$ cat src/rtl/bf_pkg.sv
// Shared definitions for the radix-2 butterfly pipeline.
// Build option: BF_SATURATE_EN selects clamping instead of wrapping when a
// result is narrowed back to WIDTH bits.
package bf_pkg;

  localparam int DEF_WIDTH = 16;
  localparam int DEF_FRAC  = 8;

  // Intermediate arithmetic is done in a generous signed width so the
  // WIDTH+1 sums and 2*WIDTH+1 product combines never lose a carry.
  localparam int XW = 64;
  typedef logic signed [XW-1:0] wide_t;

  function automatic wide_t max_of(input int w);
    return (wide_t'(1) <<< (w - 1)) - wide_t'(1);
  endfunction

  function automatic wide_t min_of(input int w);
    return -(wide_t'(1) <<< (w - 1));
  endfunction

  // True when v is representable as a w-bit two's complement value.
  function automatic logic fits(input wide_t v, input int w);
    return (v <= max_of(w)) && (v >= min_of(w));
  endfunction

  // Narrowing: the caller keeps the low w bits, so the default build wraps.
  function automatic wide_t narrow(input wide_t v, input int w);
`ifdef BF_SATURATE_EN
    if (v > max_of(w)) return max_of(w);
    if (v < min_of(w)) return min_of(w);
`endif
    return v;
  endfunction

  // Half an LSB of the result, added once before dropping frac bits.
  function automatic wide_t rnd_const(input int frac);
    return (frac > 0) ? (wide_t'(1) <<< (frac - 1)) : wide_t'(0);
  endfunction

endpackage

$ cat src/rtl/bf_cmul.sv
// Twiddle multiply stages: S2 forms the four partial products, S3 combines,
// rounds half-up once per output and narrows. Sticky overflow on narrowing.
module bf_cmul
  import bf_pkg::*;
#(
  parameter int WIDTH = DEF_WIDTH,
  parameter int FRAC  = DEF_FRAC
) (
  input  logic             clk,
  input  logic             rst,
  input  logic             en,
  input  logic             in_valid,
  input  logic [WIDTH-1:0] x_re,
  input  logic [WIDTH-1:0] x_im,
  input  logic [WIDTH-1:0] w_re,
  input  logic [WIDTH-1:0] w_im,
  output logic             out_valid,
  output logic [WIDTH-1:0] y_re,
  output logic [WIDTH-1:0] y_im,
  output logic             ovf
);

  logic [2:1] vld_pipe;
  logic signed [2*WIDTH-1:0] p_rr, p_ii, p_ri, p_ir;
  wide_t re_w, im_w;

  // S2: full-width partial products
  always_ff @(posedge clk) begin
    if (rst) begin
      vld_pipe[1] <= 1'b0;
      p_rr <= '0;
      p_ii <= '0;
      p_ri <= '0;
      p_ir <= '0;
    end else if (en) begin
      vld_pipe[1] <= in_valid;
      p_rr <= (2*WIDTH)'($signed(x_re)) * (2*WIDTH)'($signed(w_re));
      p_ii <= (2*WIDTH)'($signed(x_im)) * (2*WIDTH)'($signed(w_im));
      p_ri <= (2*WIDTH)'($signed(x_re)) * (2*WIDTH)'($signed(w_im));
      p_ir <= (2*WIDTH)'($signed(x_im)) * (2*WIDTH)'($signed(w_re));
    end
  end

  // Combine, add half LSB, drop fractional bits (floor shift)
  always_comb begin
    re_w = ((wide_t'(p_rr) - wide_t'(p_ii)) + rnd_const(FRAC)) >>> FRAC;
    im_w = ((wide_t'(p_ri) + wide_t'(p_ir)) + rnd_const(FRAC)) >>> FRAC;
  end

  // S3: narrowed result register and sticky overflow
  always_ff @(posedge clk) begin
    if (rst) begin
      vld_pipe[2] <= 1'b0;
      y_re <= '0;
      y_im <= '0;
      ovf  <= 1'b0;
    end else if (en) begin
      vld_pipe[2] <= vld_pipe[1];
      y_re <= WIDTH'(narrow(re_w, WIDTH));
      y_im <= WIDTH'(narrow(im_w, WIDTH));
      if (vld_pipe[1] && !(fits(re_w, WIDTH) && fits(im_w, WIDTH)))
        ovf <= 1'b1;
    end
  end

  assign out_valid = vld_pipe[2];

endmodule

$ cat src/rtl/bf_radix2_pipe.sv
// Pipelined radix-2 DIF butterfly: Y0 = A+B, Y1 = (A-B)*W, 3 register stages
// under a single stall-all enable. Build option: BF_SATURATE_EN (clamp on
// narrowing instead of wrap).
module bf_radix2_pipe
  import bf_pkg::*;
#(
  parameter int WIDTH = DEF_WIDTH,
  parameter int FRAC  = DEF_FRAC
) (
  input  logic             clk,
  input  logic             rst,
  input  logic             in_valid,
  output logic             in_ready,
  input  logic             scale,
  input  logic [WIDTH-1:0] a_re,
  input  logic [WIDTH-1:0] a_im,
  input  logic [WIDTH-1:0] b_re,
  input  logic [WIDTH-1:0] b_im,
  input  logic [WIDTH-1:0] w_re,
  input  logic [WIDTH-1:0] w_im,
  output logic             out_valid,
  input  logic             out_ready,
  output logic [WIDTH-1:0] y0_re,
  output logic [WIDTH-1:0] y0_im,
  output logic [WIDTH-1:0] y1_re,
  output logic [WIDTH-1:0] y1_im,
  output logic             ovf
);

  logic en;
  logic s1_vld, s1_ovf, ovf_s1, ovf_cm;
  logic [WIDTH-1:0] y0r_s1, y0i_s1, xr_s1, xi_s1, wr_s1, wi_s1;
  logic [WIDTH-1:0] y0r_s2, y0i_s2;
  wide_t sum_re, sum_im, dif_re, dif_im;

  // Whole pipe moves together unless a held result is blocking the output.
  assign en       = out_ready || !out_valid;
  assign in_ready = en;

  // S1 arithmetic: sum/difference with optional halving, overflow detect
  always_comb begin
    sum_re = wide_t'($signed(a_re)) + wide_t'($signed(b_re));
    sum_im = wide_t'($signed(a_im)) + wide_t'($signed(b_im));
    dif_re = wide_t'($signed(a_re)) - wide_t'($signed(b_re));
    dif_im = wide_t'($signed(a_im)) - wide_t'($signed(b_im));
    if (scale) begin
      sum_re = sum_re >>> 1;
      sum_im = sum_im >>> 1;
      dif_re = dif_re >>> 1;
      dif_im = dif_im >>> 1;
    end
    s1_ovf = !(fits(sum_re, WIDTH) && fits(sum_im, WIDTH) &&
               fits(dif_re, WIDTH) && fits(dif_im, WIDTH));
  end

  // S1 register: Y0, X and the twiddle travel together into the multiplier
  always_ff @(posedge clk) begin
    if (rst) begin
      s1_vld <= 1'b0;
      ovf_s1 <= 1'b0;
      y0r_s1 <= '0;
      y0i_s1 <= '0;
      xr_s1  <= '0;
      xi_s1  <= '0;
      wr_s1  <= '0;
      wi_s1  <= '0;
    end else if (en) begin
      s1_vld <= in_valid;
      y0r_s1 <= WIDTH'(narrow(sum_re, WIDTH));
      y0i_s1 <= WIDTH'(narrow(sum_im, WIDTH));
      xr_s1  <= WIDTH'(narrow(dif_re, WIDTH));
      xi_s1  <= WIDTH'(narrow(dif_im, WIDTH));
      wr_s1  <= w_re;
      wi_s1  <= w_im;
      if (in_valid && s1_ovf) ovf_s1 <= 1'b1;
    end
  end

  // Y0 delay line matching the two multiplier stages
  always_ff @(posedge clk) begin
    if (rst) begin
      y0r_s2 <= '0;
      y0i_s2 <= '0;
      y0_re  <= '0;
      y0_im  <= '0;
    end else if (en) begin
      y0r_s2 <= y0r_s1;
      y0i_s2 <= y0i_s1;
      y0_re  <= y0r_s2;
      y0_im  <= y0i_s2;
    end
  end

  bf_cmul #(.WIDTH(WIDTH), .FRAC(FRAC)) u_cmul (
    .clk       (clk),
    .rst       (rst),
    .en        (en),
    .in_valid  (s1_vld),
    .x_re      (xr_s1),
    .x_im      (xi_s1),
    .w_re      (wr_s1),
    .w_im      (wi_s1),
    .out_valid (out_valid),
    .y_re      (y1_re),
    .y_im      (y1_im),
    .ovf       (ovf_cm)
  );

  assign ovf = ovf_s1 | ovf_cm;

endmodule

$ cat config.mk
export PLATFORM = sky130hd
export DESIGN_NAME = bf_radix2_pipe
export DESIGN_NICKNAME = d
export VERILOG_FILES = /design/src/rtl/bf_pkg.sv /design/src/rtl/bf_cmul.sv /design/src/rtl/bf_radix2_pipe.sv
export SDC_FILE = /design/constraint.sdc
export NUM_CORES = 2
export LEC_CHECK = 0
export BUFFER_PORTS_ARGS = -buffer_cell sky130_fd_sc_hd__buf_2
export CORE_ASPECT_RATIO = 0.7
export CORE_MARGIN = 2
export CORE_UTILIZATION = 44
export DETAILED_ROUTE_END_ITERATION = 7
export PLACE_DENSITY = 0.58
export SYNTH_ARGS = -nofsm -noshare
export SYNTH_HDL_FRONTEND = slang
export SYNTH_SLANG_ARGS = --single-unit
export TNS_END_PERCENT = 20
$ cat constraint.sdc
create_clock -name clk -period 10.25 [get_ports clk]
set_clock_uncertainty 0.15 [all_clocks]
set_input_delay 1.025 -clock clk [delete_from_list [all_inputs] [get_ports clk]]
set_output_delay 1.025 -clock clk [all_outputs]
set_load 0.005 [all_outputs]
## Word-level counts from Yosys, hierarchy flattened

Cells that the tools add are included.

- Word-level logic and storage cells: 68
- Output and inout bits: 67
- Bits of input ports: 101
- Register bits: 325

- Magnitude comparators: 12
- $add $sub $neg: 8
- Bitwise gates (word level): 1
- Multiply operators: 4
- Mux-type cells: 4
- Reductions and logical operators: 18

Operator list:

| kind | count |
|---|---|
| $mul 16x16->32 | 4 |
| $ge 56x16->1 const B | 2 |
| $le 56x16->1 const B | 2 |
| $add 33x9->34 const B | 2 |
| $ge 17x16->1 const B | 4 |
| $le 17x16->1 const B | 4 |
| $mux 16 | 4 |
| $add 16x16->17 | 2 |
| $sub 16x16->17 | 2 |
| $add 32x32->33 | 1 |
| $sub 32x32->33 | 1 |
| $logic_and 1x1->1 | 12 |
| $reduce_and 2->1 | 2 |
| $logic_not 1->1 | 3 |
| $logic_or 1x1->1 | 1 |
| $or 1x1->1 | 1 |

## Longest topological paths before layout

- Depth in word-level cells: 10
- Mapped depth: 28
- Gate-level depth less buffers: 27

## Cells and area by module

A second synthesis with hierarchy kept.

- Cell total of the unflattened synthesis: 6543
- Area total of the unflattened synthesis: 57571.5 µm²

Modules (own cells, without submodules):

| module | cells an instance | times used | area each (µm²) |
|---|---|---|---|
| bf_cmul | 5332 | 1 | 48272.5 |
| bf_radix2_pipe | 1211 | 1 | 9298.9 |

## Worst setup path before layout

No wires, ideal clock.

- Path type: reg-to-reg
- Start: reg wr_s1[15]
- End: reg u_cmul.p_ir[31]
- Required time: 10.021 ns
- Cell stages (with the launch flop): 23
- Library setup time: 0.079 ns
- Data arrival time: 6.356 ns
- Path buffers: 1
- Slack: 3.665 ns
- Clock period less this slack: 6.585 ns
- Cell sequence: dfxtp_1 inv_1 clkbuf_1 nor2_1 fa_1 fa_1 fa_1 fa_1 fa_1 inv_1 fa_1 inv_1 ha_1 a21o_1 a21o_1 a21oi_1 o21bai_1 a21oi_1 a31oi_1 a41oi_1 a21oi_1 or4_1 o211ai_1

- Longest elaborated chain between the ends: 1

RTL lines:

| item | RTL line | RTL |
|---|---|---|
| from (decl) | bf_radix2_pipe.sv:32 | `logic [WIDTH-1:0] y0r_s1, y0i_s1, xr_s1, xi_s1, wr_s1, wi_s1;` |
| from (signal assigned) | bf_radix2_pipe.sv:73 | `wr_s1 <= w_re;` |
| $mul 16x16->32 | bf_cmul.sv:40 | `p_ir <= (2*WIDTH)'($signed(x_im)) * (2*WIDTH)'($signed(w_re));` |
| to (signal assigned) | bf_cmul.sv:40 |  |
| to (decl) | bf_cmul.sv:24 | `logic signed [2*WIDTH-1:0] p_rr, p_ii, p_ri, p_ir;` |

Every way passes these cells.
A chain may end at the register's enable or synchronous reset.

## Final worst setup path

- Start: reg xr_s1[4]
- End: reg u_cmul.p_ri[30]

- Longest elaborated chain between the ends: 1

RTL lines:

| item | RTL line | RTL |
|---|---|---|
| from (decl) | bf_radix2_pipe.sv:32 |  |
| from (signal assigned) | bf_radix2_pipe.sv:71 | `xr_s1 <= WIDTH'(narrow(dif_re, WIDTH));` |
| $mul 16x16->32 | bf_cmul.sv:39 | `p_ri <= (2*WIDTH)'($signed(x_re)) * (2*WIDTH)'($signed(w_im));` |
| to (signal assigned) | bf_cmul.sv:39 |  |
| to (decl) | bf_cmul.sv:24 |  |

Every way passes these cells.

==> results list <==
* Final setup violation count: 0
- Kind of end point of the critical path: register
* Cts bufs inserted: 40
- Hold buffer count at CTS: 0
- Cell with the most instances after synthesis: sky130_fd_sc_hd__inv_1
- Cell type with the largest total area after synthesis: sky130_fd_sc_hd__fa_1
* DR iter-0 viols: 3,448
* Placeable core area: between 0.1 and 0.15 mm^2
- The synthesized netlist contains 78 unique library cells.
- Entering global routing, the biggest net connects 130 pins.
* Largest fanout of any net on the critical path: 19
- Flop and latch count out of synthesis: between 300 and 400
- For the finished layout, the period the worst path requires is 8.44 ns.
- Area fraction of the dominant cell type after synthesis: roughly 37%
* Power density relative to cell area: 221 mW/mm^2
- Cell area after technology mapping: 0.0570 mm^2
- Number of placed I/O pins: 168
- Once detail routing completed, the nets flagged for antenna violations numbered 0.
- After synthesis, the share of flip-flops with an asynchronous set or reset is 0%.
- DRC errors left: 0
- The tightest min-delay check is of the register to register type.
* Average cell area after synthesis: 8.58 um^2
* Post-DR vias/cell: 5.17
- Number of antenna violations at the first check in global routing: 3
* Library cell appearing most often on the critical path: sky130_fd_sc_hd__fa_1
- The number of global-route vias before repair was between 40,000 and 50,000.
- Final-report max-slew violation count: 0
* Max Freq: 118 MHz
- The tree is rooted in a sky130_fd_sc_hd__clkbuf_16.
- The tool flagged a number of max-cap violations equal to 0.
- Clock transition time at the flip-flop clock pins of the worst setup and hold paths: 0.06 ns
- For the pin with the worst max-slew slack, the measured transition is 1.25 ns.
* First-pass GRT wire length: 254 mm
- Total clock sinks: 325
- Post-CTS setup repair buffer count: 0
- Number of gates resized after CTS: 0
- DIE AREA: about 0.13 mm^2
- For the worst-skew pair, the clock arrives at the later sink with an insertion delay of 0.60 ns.
* Largest stage delay on the critical path: 1.15 ns
* Synthesized instance count: 6,645
- GRT Total Usage: 24.9%
- Data on the critical path is required at its endpoint by roughly 11 ns.
- Detailed placement HPWL: 126 mm
* Final Routed Wirelength: ~160 mm
- Hold Vio Cnt, Final: 0
- Post-detailed-route wirelength per cell: 19.2 um
- Worst EP arrival: 8.79 ns
- Dividing the final minimum period by the clock period gives 82.3%.
- Worst hold margin: 0.297 ns
- The post-route netlist has around 5.6% of its cells at a drive strength greater than 1.
* Cell types occupying the most area after synthesis: sky130_fd_sc_hd__fa_1, sky130_fd_sc_hd__dfxtp_1, sky130_fd_sc_hd__ha_1
- The startpoint identified for the worst hold timing path is y0_re[0].
- Routability congestion estimate from global placement: just under 0.9
- By startpoint and endpoint, the worst setup path is classified as register to register.
- The critical path starts at xr_s1[4].
- Horizontal extent of the die: 434 um
- Summed over all layers, the global routing overflow is 0.
- Summing over every cut layer, the via total after detailed routing is 43,400.
- Port buffering added about 170 buffers.
- Number of rows in the core area: between 100 and 150
- The critical path goes through and2_1, fa_1, inv_1, fa_1, fa_1, inv_1, ha_1, fa_1, inv_1, fa_1, inv_1, ha_1, a21o_1, a21o_1, o31ai_1, o311ai_0, a41oi_1, nor4b_1, o31a_1, o21a_1, nor4_1, a21oi_1, xnor2_1, a211oi_1.
* Unrepaired setup endpoints after global routing: no
* First-pass detailed-route iteration total: 6
- Buffers from clock root to sink, at most: 3
- Yosys printed 0 warnings.
- The run finished with clean final reports.
* Category of cells accounting for the largest share of critical-path delay: adder cells
- Top_reg_cell synth: sky130_fd_sc_hd__dfxtp_1
* Largest voltage drop on the vdd net: 0.155 mV
* Worst slew slack as a fraction of its limit: 16.4%
- Startpoint of the worst register-to-register path: xr_s1[4]
* Initial cell density of the core: approximately 44%
- TritonCTS built the clock tree.
- Post-layout nets: a little over 8,000
- Post-synth top cells: sky130_fd_sc_hd__inv_1, sky130_fd_sc_hd__fa_1, sky130_fd_sc_hd__nand2_1
* Sequential-to-total area share from yosys stat: 11.4%
* Vertical die dimension: about 310 um
- Summed over all failing endpoints, the final setup total negative slack is 0 ns.
- EDFF count, synth: 0
* Area overhead of the layout relative to synthesis: 6.96%
- Startpoint type of the worst setup path: register
- Bufs and invs on worst path: 4
- On the critical path, the stage with the largest delay is an instance of sky130_fd_sc_hd__dfxtp_1.
- Leak: about 0.031 uW
- Post-synth net total: 8,314
* Number of H-tree branching levels: 2
==> worst register-to-register path: cells and delay by family (launching register included) <==
| kind | cells | cell delay [ns] |
|---|---|---|
| flops | 1 | 1.15 |
| compound gates | 9 | 2.77 |
| simple gates | 3 | 0.99 |
| fa+ha+maj | 7 | 3.00 |
| buf+inv | 4 | 0.22 |
| xor+xnor | 1 | 0.08 |
==> cells by family after synthesis <==
kind of cell             after synthesis  share of synthesized area (%)
AND/OR/NAND/NOR                     1991                           16.4
buffers and inverters               1666                           11.0
adder cells (fa/ha/maj)             1568                           48.3
AO/OA/AOI/OAI                        842                           8.99
flip-flops                           325                           11.4
XOR/XNOR                             225                           3.46
multiplexers                          28                          0.496
==> layout make-up <==
type | count | area [um^2]
Antenna cell | 2 | 5.00
Fill cell | 12700 | 67600
Sequential cell | 325 | 6510
Timing Repair Buffer | 266 | 1600
Tap cell | 1736 | 2170
Clock buffer | 55 | 1150
Clock inverter | 18 | 225
Inverter | 1347 | 5060
Multi-Input combinational cell | 4654 | 44300
==> flip-flops by register name, summed over array words and instances, names as in the netlist, 32 cells and up <==
name and cells:
u_cmul.p_ii 32, u_cmul.p_ir 32, u_cmul.p_ri 32, u_cmul.p_rr 32
==> worst paths after layout <==
kind,endpoint,slack (ns),depth (start not counted)
setup reg to reg,u_cmul.p_ri[30],1.81,24
setup / recovery,u_cmul.p_ri[30],1.81,24
hold / removal,y0_re[0],0.30,2
hold reg to reg,y0_re[0],0.30,2
==> placed cells by master (no fill, tap or decap), types with 6 or more instances in the layout <==
cell type and count:
sky130_fd_sc_hd__inv_1 1344, sky130_fd_sc_hd__fa_1 1052, sky130_fd_sc_hd__nand2_1 1018, sky130_fd_sc_hd__ha_1 516, sky130_fd_sc_hd__and2_1 506, sky130_fd_sc_hd__a21oi_1 425, sky130_fd_sc_hd__dfxtp_1 324, sky130_fd_sc_hd__nor2_1 199
sky130_fd_sc_hd__xnor2_1 175, sky130_fd_sc_hd__buf_2 166, sky130_fd_sc_hd__o21ai_0 103, sky130_fd_sc_hd__buf_4 98, sky130_fd_sc_hd__a21o_1 65, sky130_fd_sc_hd__a211oi_1 54, sky130_fd_sc_hd__o21bai_1 51, sky130_fd_sc_hd__xor2_1 50
sky130_fd_sc_hd__nand3_1 49, sky130_fd_sc_hd__nand2b_1 48, sky130_fd_sc_hd__nor3_1 44, sky130_fd_sc_hd__clkbuf_16 40, sky130_fd_sc_hd__nor2b_1 26, sky130_fd_sc_hd__mux2i_1 26, sky130_fd_sc_hd__nand4_1 22, sky130_fd_sc_hd__or3_1 21
sky130_fd_sc_hd__o211ai_1 20, sky130_fd_sc_hd__a31oi_1 15, sky130_fd_sc_hd__and3_1 15, sky130_fd_sc_hd__a211o_1 13, sky130_fd_sc_hd__or2_2 12, sky130_fd_sc_hd__o21a_1 10, sky130_fd_sc_hd__clkbuf_8 9, sky130_fd_sc_hd__o31ai_1 8
sky130_fd_sc_hd__a41oi_1 6, sky130_fd_sc_hd__clkbuf_1 6, sky130_fd_sc_hd__clkinv_2 6
==> report_power, final <==
group | total [uW] | leakage, uW | switching, uW | internal, uW
combinational | 10100 | 0.0277 | 6020 | 4100
clock | 1550 | 0.000674 | 661 | 890
sequential | 1820 | 0.00269 | 241 | 1580
total | 13500 | 0.0311 | 6920 | 6580
==> routing by layer <==
layer	vias to the layer above	track usage (%)	wire (um)	part of all wire, %
li1	20200	-	-	-
met1	21800	40.5	80200	50
met2	1329	34.5	65900	41
met3	115	4.11	12900	7.9
met4	0	4.02	2750	1.7
met5	-	0	0	0
==> metrics by stage <==
stage                     setup WS (ns)  total power, uW  cell area [um^2]  util [%]  instances
final                              1.81            13500             61000      47.4       8403
after floorplan                    3.67             9170             57000         -       6645
after CTS                          2.03            13600             61000      47.4       8401
after global placement             2.14            11800             59600      46.4       8328
after detailed placement           2.10            11900             59600      46.4       8328
after global routing               1.49            14900             61000      47.4       8402
Note: power is estimated with default switching activity, not from simulation.
